==> config.mk <==
export PLATFORM = sky130hd
export DESIGN_NAME = galvo_pos_pid
export DESIGN_NICKNAME = d
export VERILOG_FILES = /design/src/rtl/galvo_pos_pid.sv
export SDC_FILE = /design/constraint.sdc
export NUM_CORES = 2
export LEC_CHECK = 0
export CAP_MARGIN = 20
export CORE_ASPECT_RATIO = 1.5
export CORE_MARGIN = 2
export CORE_UTILIZATION = 47
export CTS_CLUSTER_DIAMETER = 60
export DETAILED_ROUTE_END_ITERATION = 10
export GPL_TIMING_DRIVEN = 0
export HOLD_SLACK_MARGIN = 0.06
export PLACE_DENSITY = 0.76
export SYNTH_ARGS = -nofsm -noshare
export SYNTH_HDL_FRONTEND = slang
export SYNTH_SLANG_ARGS = --single-unit
export TNS_END_PERCENT = 5
==> constraint.sdc <==
create_clock -name sys_clk -period 10.2 [get_ports sys_clk]
set_clock_uncertainty 0.15 [all_clocks]
set_input_delay 1.53 -clock sys_clk [delete_from_list [all_inputs] [get_ports sys_clk]]
set_output_delay 1.53 -clock sys_clk [all_outputs]
set_load 0.05 [all_outputs]
==> src/rtl/galvo_pos_pid.sv <==
// Galvo position-loop PID: samples the encoder count against a command on a fixed tick.
// One shared multiplier is stepped through P, I and D terms by a small FSM.
module galvo_pos_pid #(
    parameter int PERIOD  = 50000,
    parameter int FRAC    = 8,
    parameter int OUT_W   = 16,
    parameter int INT_LIM = 1048575
) (
    input  logic                    sys_clk,
    input  logic                    pid_rst,
    input  logic                    pid_en,
    input  logic signed [31:0]      pos_ref,
    input  logic signed [31:0]      enc_pos,
    input  logic signed [31:0]      enc_vel,
    input  logic        [15:0]      kp,
    input  logic        [15:0]      ki,
    input  logic        [15:0]      kd,
    output logic signed [OUT_W-1:0] dac_out,
    output logic                    out_valid,
    output logic                    sat
);

    localparam int CNT_W = $clog2(PERIOD);
    localparam logic [CNT_W-1:0] CNT_TOP = CNT_W'(PERIOD - 1);
    localparam logic signed [24:0] LIM_P = 25'(INT_LIM);
    localparam logic signed [24:0] LIM_N = -LIM_P;
    localparam logic signed [43:0] O_MAX = 44'((64'sd1 <<< (OUT_W - 1)) - 64'sd1);
    localparam logic signed [43:0] O_MIN = -O_MAX - 44'sd1;

    typedef enum logic [2:0] {
        S_IDLE, S_LATCH, S_INTEG, S_MUL_P, S_MUL_I, S_MUL_D, S_SUM, S_OUT
    } state_t;

    state_t r_state;
    state_t w_next;

    logic [CNT_W-1:0]   r_div_cnt;
    logic               w_tick;
    logic        [15:0] r_kp;
    logic        [15:0] r_ki;
    logic        [15:0] r_kd;
    logic signed [23:0] r_err;
    logic signed [23:0] r_vel;
    logic signed [23:0] r_int;
    logic signed [43:0] r_acc;

    logic signed [32:0] w_err33;
    logic signed [24:0] w_int_sum;
    logic signed [23:0] w_int_nxt;
    logic signed [16:0] w_mul_a;
    logic signed [23:0] w_mul_b;
    logic signed [40:0] w_prod;
    logic signed [43:0] w_prod44;
    logic signed [43:0] w_y;
    logic signed [OUT_W-1:0] w_clip;
    logic               w_hit;

    function automatic logic signed [23:0] f_sat24(input logic signed [32:0] v);
        if (v > 33'sd8388607)
            return 24'sd8388607;
        else if (v < -33'sd8388607)
            return -24'sd8388607;
        else
            return v[23:0];
    endfunction

    assign w_tick  = (r_div_cnt == CNT_TOP) && pid_en;
    assign w_err33 = {pos_ref[31], pos_ref} - {enc_pos[31], enc_pos};

    assign w_int_sum = {r_int[23], r_int} + {r_err[23], r_err};
    assign w_int_nxt = (w_int_sum > LIM_P) ? LIM_P[23:0] :
                       (w_int_sum < LIM_N) ? LIM_N[23:0] :
                       w_int_sum[23:0];

    always_comb begin
        w_mul_a = {1'b0, r_kp};
        w_mul_b = r_err;
        case (r_state)
            S_MUL_I: begin
                w_mul_a = {1'b0, r_ki};
                w_mul_b = r_int;
            end
            S_MUL_D: begin
                w_mul_a = {1'b0, r_kd};
                w_mul_b = r_vel;
            end
            default: ;
        endcase
    end

    assign w_prod   = $signed(41'(w_mul_a)) * $signed(41'(w_mul_b));
    assign w_prod44 = {{3{w_prod[40]}}, w_prod};

    // Arithmetic shift floors toward -inf, so -1.5 becomes -2.
    assign w_y    = r_acc >>> FRAC;
    assign w_hit  = (w_y > O_MAX) || (w_y < O_MIN);
    assign w_clip = (w_y > O_MAX) ? O_MAX[OUT_W-1:0] :
                    (w_y < O_MIN) ? O_MIN[OUT_W-1:0] :
                    w_y[OUT_W-1:0];

    always_ff @(posedge sys_clk or posedge pid_rst) begin
        if (pid_rst)
            r_div_cnt <= '0;
        else if (r_div_cnt == CNT_TOP)
            r_div_cnt <= '0;
        else
            r_div_cnt <= r_div_cnt + CNT_W'(1);
    end

    always_ff @(posedge sys_clk or posedge pid_rst) begin
        if (pid_rst)
            r_state <= S_IDLE;
        else
            r_state <= w_next;
    end

    always_comb begin
        w_next = r_state;
        case (r_state)
            S_IDLE:  if (w_tick) w_next = S_LATCH;
            S_LATCH: w_next = S_INTEG;
            S_INTEG: w_next = S_MUL_P;
            S_MUL_P: w_next = S_MUL_I;
            S_MUL_I: w_next = S_MUL_D;
            S_MUL_D: w_next = S_SUM;
            S_SUM:   w_next = S_OUT;
            S_OUT:   w_next = S_IDLE;
            default: w_next = S_IDLE;
        endcase
        if (!pid_en)
            w_next = S_IDLE;
    end

    always_ff @(posedge sys_clk or posedge pid_rst) begin
        if (pid_rst) begin
            r_kp      <= '0;
            r_ki      <= '0;
            r_kd      <= '0;
            r_err     <= '0;
            r_vel     <= '0;
            r_int     <= '0;
            r_acc     <= '0;
            dac_out   <= '0;
            sat       <= 1'b0;
            out_valid <= 1'b0;
        end else if (!pid_en) begin
            r_int     <= '0;
            dac_out   <= '0;
            sat       <= 1'b0;
            out_valid <= 1'b0;
        end else begin
            out_valid <= 1'b0;
            case (r_state)
                S_LATCH: begin
                    r_kp  <= kp;
                    r_ki  <= ki;
                    r_kd  <= kd;
                    r_err <= f_sat24(w_err33);
                    r_vel <= f_sat24({enc_vel[31], enc_vel});
                end
                S_INTEG: r_int <= w_int_nxt;
                S_MUL_P: r_acc <= w_prod44;
                S_MUL_I: r_acc <= r_acc + w_prod44;
                S_MUL_D: r_acc <= r_acc - w_prod44;
                // Registering here makes the pulse and new code coincide in OUT.
                S_SUM: begin
                    dac_out   <= w_clip;
                    sat       <= w_hit;
                    out_valid <= 1'b1;
                end
                default: ;
            endcase
        end
    end

endmodule

==> impl_metrics.tcl <==
set metrics [dict create \
    cp_data_arrival_time_ps 11170 \
    ant_nets 0 \
    grt_overflow_total 0 \
    yosysTopAreaCell "fa_1" \
    port_buffers 164 \
    status "finished with violations" \
    fin_util 0.5785 \
    grt_max_degree 131 \
    min_to "r_div_cnt[0]" \
    cp.required_ps 10480 \
    slowest_stage "fa_1" \
    synth_cell_type_count 85 \
    tritoncts "done" \
    synth_area_um2 29690 \
    cap_violations 0 \
    met1_usage 0.3255 \
    clkTransAtPathRegs_ps 60 \
    r2r-start "r_state[0]" \
    worst_slack_ps -685.0 \
    critPathLaunchType "flop" \
    synth_area_per_cell_um2 8.249 \
    grt_use_total 0.3172 \
    place_inst 4573 \
    viasPerCell 5.906 \
    hold_class "flop to flop" \
    clkSinkCount 201 \
    avgRoutedWirePerCell_um 21.59 \
    min_from "r_div_cnt[0]" \
    drive_gt1_frac 0.1141 \
    synth_most_common_cell "inv_1" \
    die_w_um 209.2 \
    r2r_cells 43 \
    numCtsBuffers 25 \
    initialDrtViolationCount 2318 \
    io_pins 165 \
    synth_area_leaders "fa_1 (26%), dfrtp_1 (17%), ha_1 (8.7%), inv_1 (6.9%), nand2_1 (6.6%)" \
    rsz0062_at_grt "yes" \
    yosys_warnings 0 \
    grt_pass1_wl_mm 160.1 \
    layout_min_cycle_time_ps 10890 \
    synth-edff-count 0 \
    clockBufferDepth 3 \
    critPathCaptureType "flop" \
    drtPass1Iterations 7 \
    crit_path_frequent_cell "fa_1" \
    critical_path_class "flop to flop" \
    drc 0 \
    final_cells 4753 \
    antenna_found_initial 3 \
    timing.setup.tns_ps -4655 \
    insertion_delay_ps 580 \
    place_hpwl_mm 81.57 \
    timing.fmax_ghz 0.09187 \
    busiest_layer "met2" \
    syn_inst 3599 \
    synth.top_cells.by_count "inv_1 (546), nand2_1 (522), fa_1 (380)" \
    synthToLayoutAreaGrowth_pct 21.50 \
    cts-root-buf "clkbuf_16" \
    synth.top_cell.area_share 0.2562 \
    start_util 0.4761 \
    vias 28070 \
    cts-htree-levels 1 \
    slew_violations 0 \
    first_global_vias 29360 \
    grt_use_met3 0.05099 \
    min_period_over_period 1.067 \
    num_rows 112 \
    routabilityCongestion 1.037 \
    wl_mm 102.6 \
    die_y_um 311.8 \
    cp_max_fo 7 \
    ys_ff_latch 201 \
    yosysSeqAreaShare 0.1694 \
    yosys_most_used_dff "dfrtp_1" \
    slowest_delay_ps 540 \
    fin_nets 4668 \
    critical_path.startpoint "r_state[0]" \
    worst_slew_pin_slew_ps 1090 \
    synth_nets 4332 \
    hold-worst-slack_ps 323.4 \
    r2r-end "r_acc[36]" \
    core-area_um2 62360 \
    async_flop_share 1.000 \
    die_area_um2 65240 \
    relSlewSlack 0.2715 \
    min_delay_path_depth 1 \
    grt_use_met2 0.5657 \
    hold_viol 0 \
    setup_viol 11 \
    r2r_setup_slack_ps -690 \
    violations "negative setup slack" \
]
cell families after synthesis:
group	synth area share
compound gates	0.1704
xor+xnor	0.04690
fa+ha+maj	0.3430
buf+inv	0.08871
flops	0.1694
mux	0.003793
simple gates	0.1777
state kept, by name, indices dropped and copies added, names as in the netlist:
register / cells
dac_out: 16
out_valid: 1
r_acc: 44
r_div_cnt: 16
r_err: 24
r_int: 24
r_kd: 16
r_ki: 16
r_kp: 16
r_state: 3
r_vel: 24
sat: 1
cell type report:
cell class	instances	area (um2)
Multi-Input combinational cell	2700	23170
Inverter	546	2057
Clock inverter	14	132.6
Antenna cell	3	7.507
Fill cell	5413	26290
Clock buffer	30	664.4
Timing Repair Buffer	319	2967
Buffer	142	1047
Tap cell	798	998.5
Sequential cell	201	5032
layout by cell type (no fill, tap or decap), drive strengths merged, types with 36 or more instances in the layout:
| cell | count |
|---|---|
| xor2 | 60 |
| a221oi | 36 |
| nor2 | 378 |
| nand2 | 522 |
| a221o | 55 |
| and3 | 58 |
| ha | 206 |
| a21oi | 198 |
| clkdlybuf4s50 | 164 |
| xnor2 | 99 |
| a21o | 74 |
| dfrtp | 201 |
| fa | 380 |
| buf | 176 |
| clkbuf | 150 |
| a211oi | 40 |
| o21ai | 140 |
| inv | 549 |
worst max-delay path: cells and delay by family, from the launching register on:
| family | cells | cell delay, ps |
|---|---|---|
| AOI/OAI and AO/OA | 12 | 3010 |
| xor gates and xnor gates | 3 | 510 |
| adders and majority gates | 9 | 3880 |
| buffers and inverters | 11 | 1450 |
| DFF | 1 | 440 |
| and+or+nand+nor | 8 | 1260 |
metal layers:
metal  wire, um  share of wire  up-vias
li1           -              -    12600
met3       7080          0.069      508
met2      50940           0.50     1378
met4      10440           0.10        0
met1      34180           0.33    13590
met5          0              0        -
per-stage QoR:
stage / worst slack [ps] / cell area [um2]
2_1_floorplan: -315.5 / 29960
3_3_place_gp: -2839 / 32600
3_5_place_dp: -2409 / 32740
4_1_cts: -487.0 / 35760
5_1_grt: -1011 / 36070
6_report: -685.0 / 36070
how the worst max path moves through the flow:
stage | to | slack [ps] | cells after the start
after CTS | r_acc[40] | -490 | 42
after global placement | r_acc[43] | -2840 | 40
after global routing | r_acc[40] | -1010 | 41
final | r_acc[36] | -690 | 43
after detailed placement | r_acc[43] | -2410 | 41
after floorplan | r_acc[42] | -320 | 45
repair_timing:
action / 4_1_cts / 5_1_grt
resized for setup: 266 / 51
endpoints found under the setup margin: 25 / 20
pin swaps: 94 / 26
hold buffers: 0 / 0
buffers inserted: 124 / 17
cloned: 2 / 0
Power is left out: the tool's default activity adds up to more than one toggle a clock period on the data nets, which glitch-free logic cannot reach.
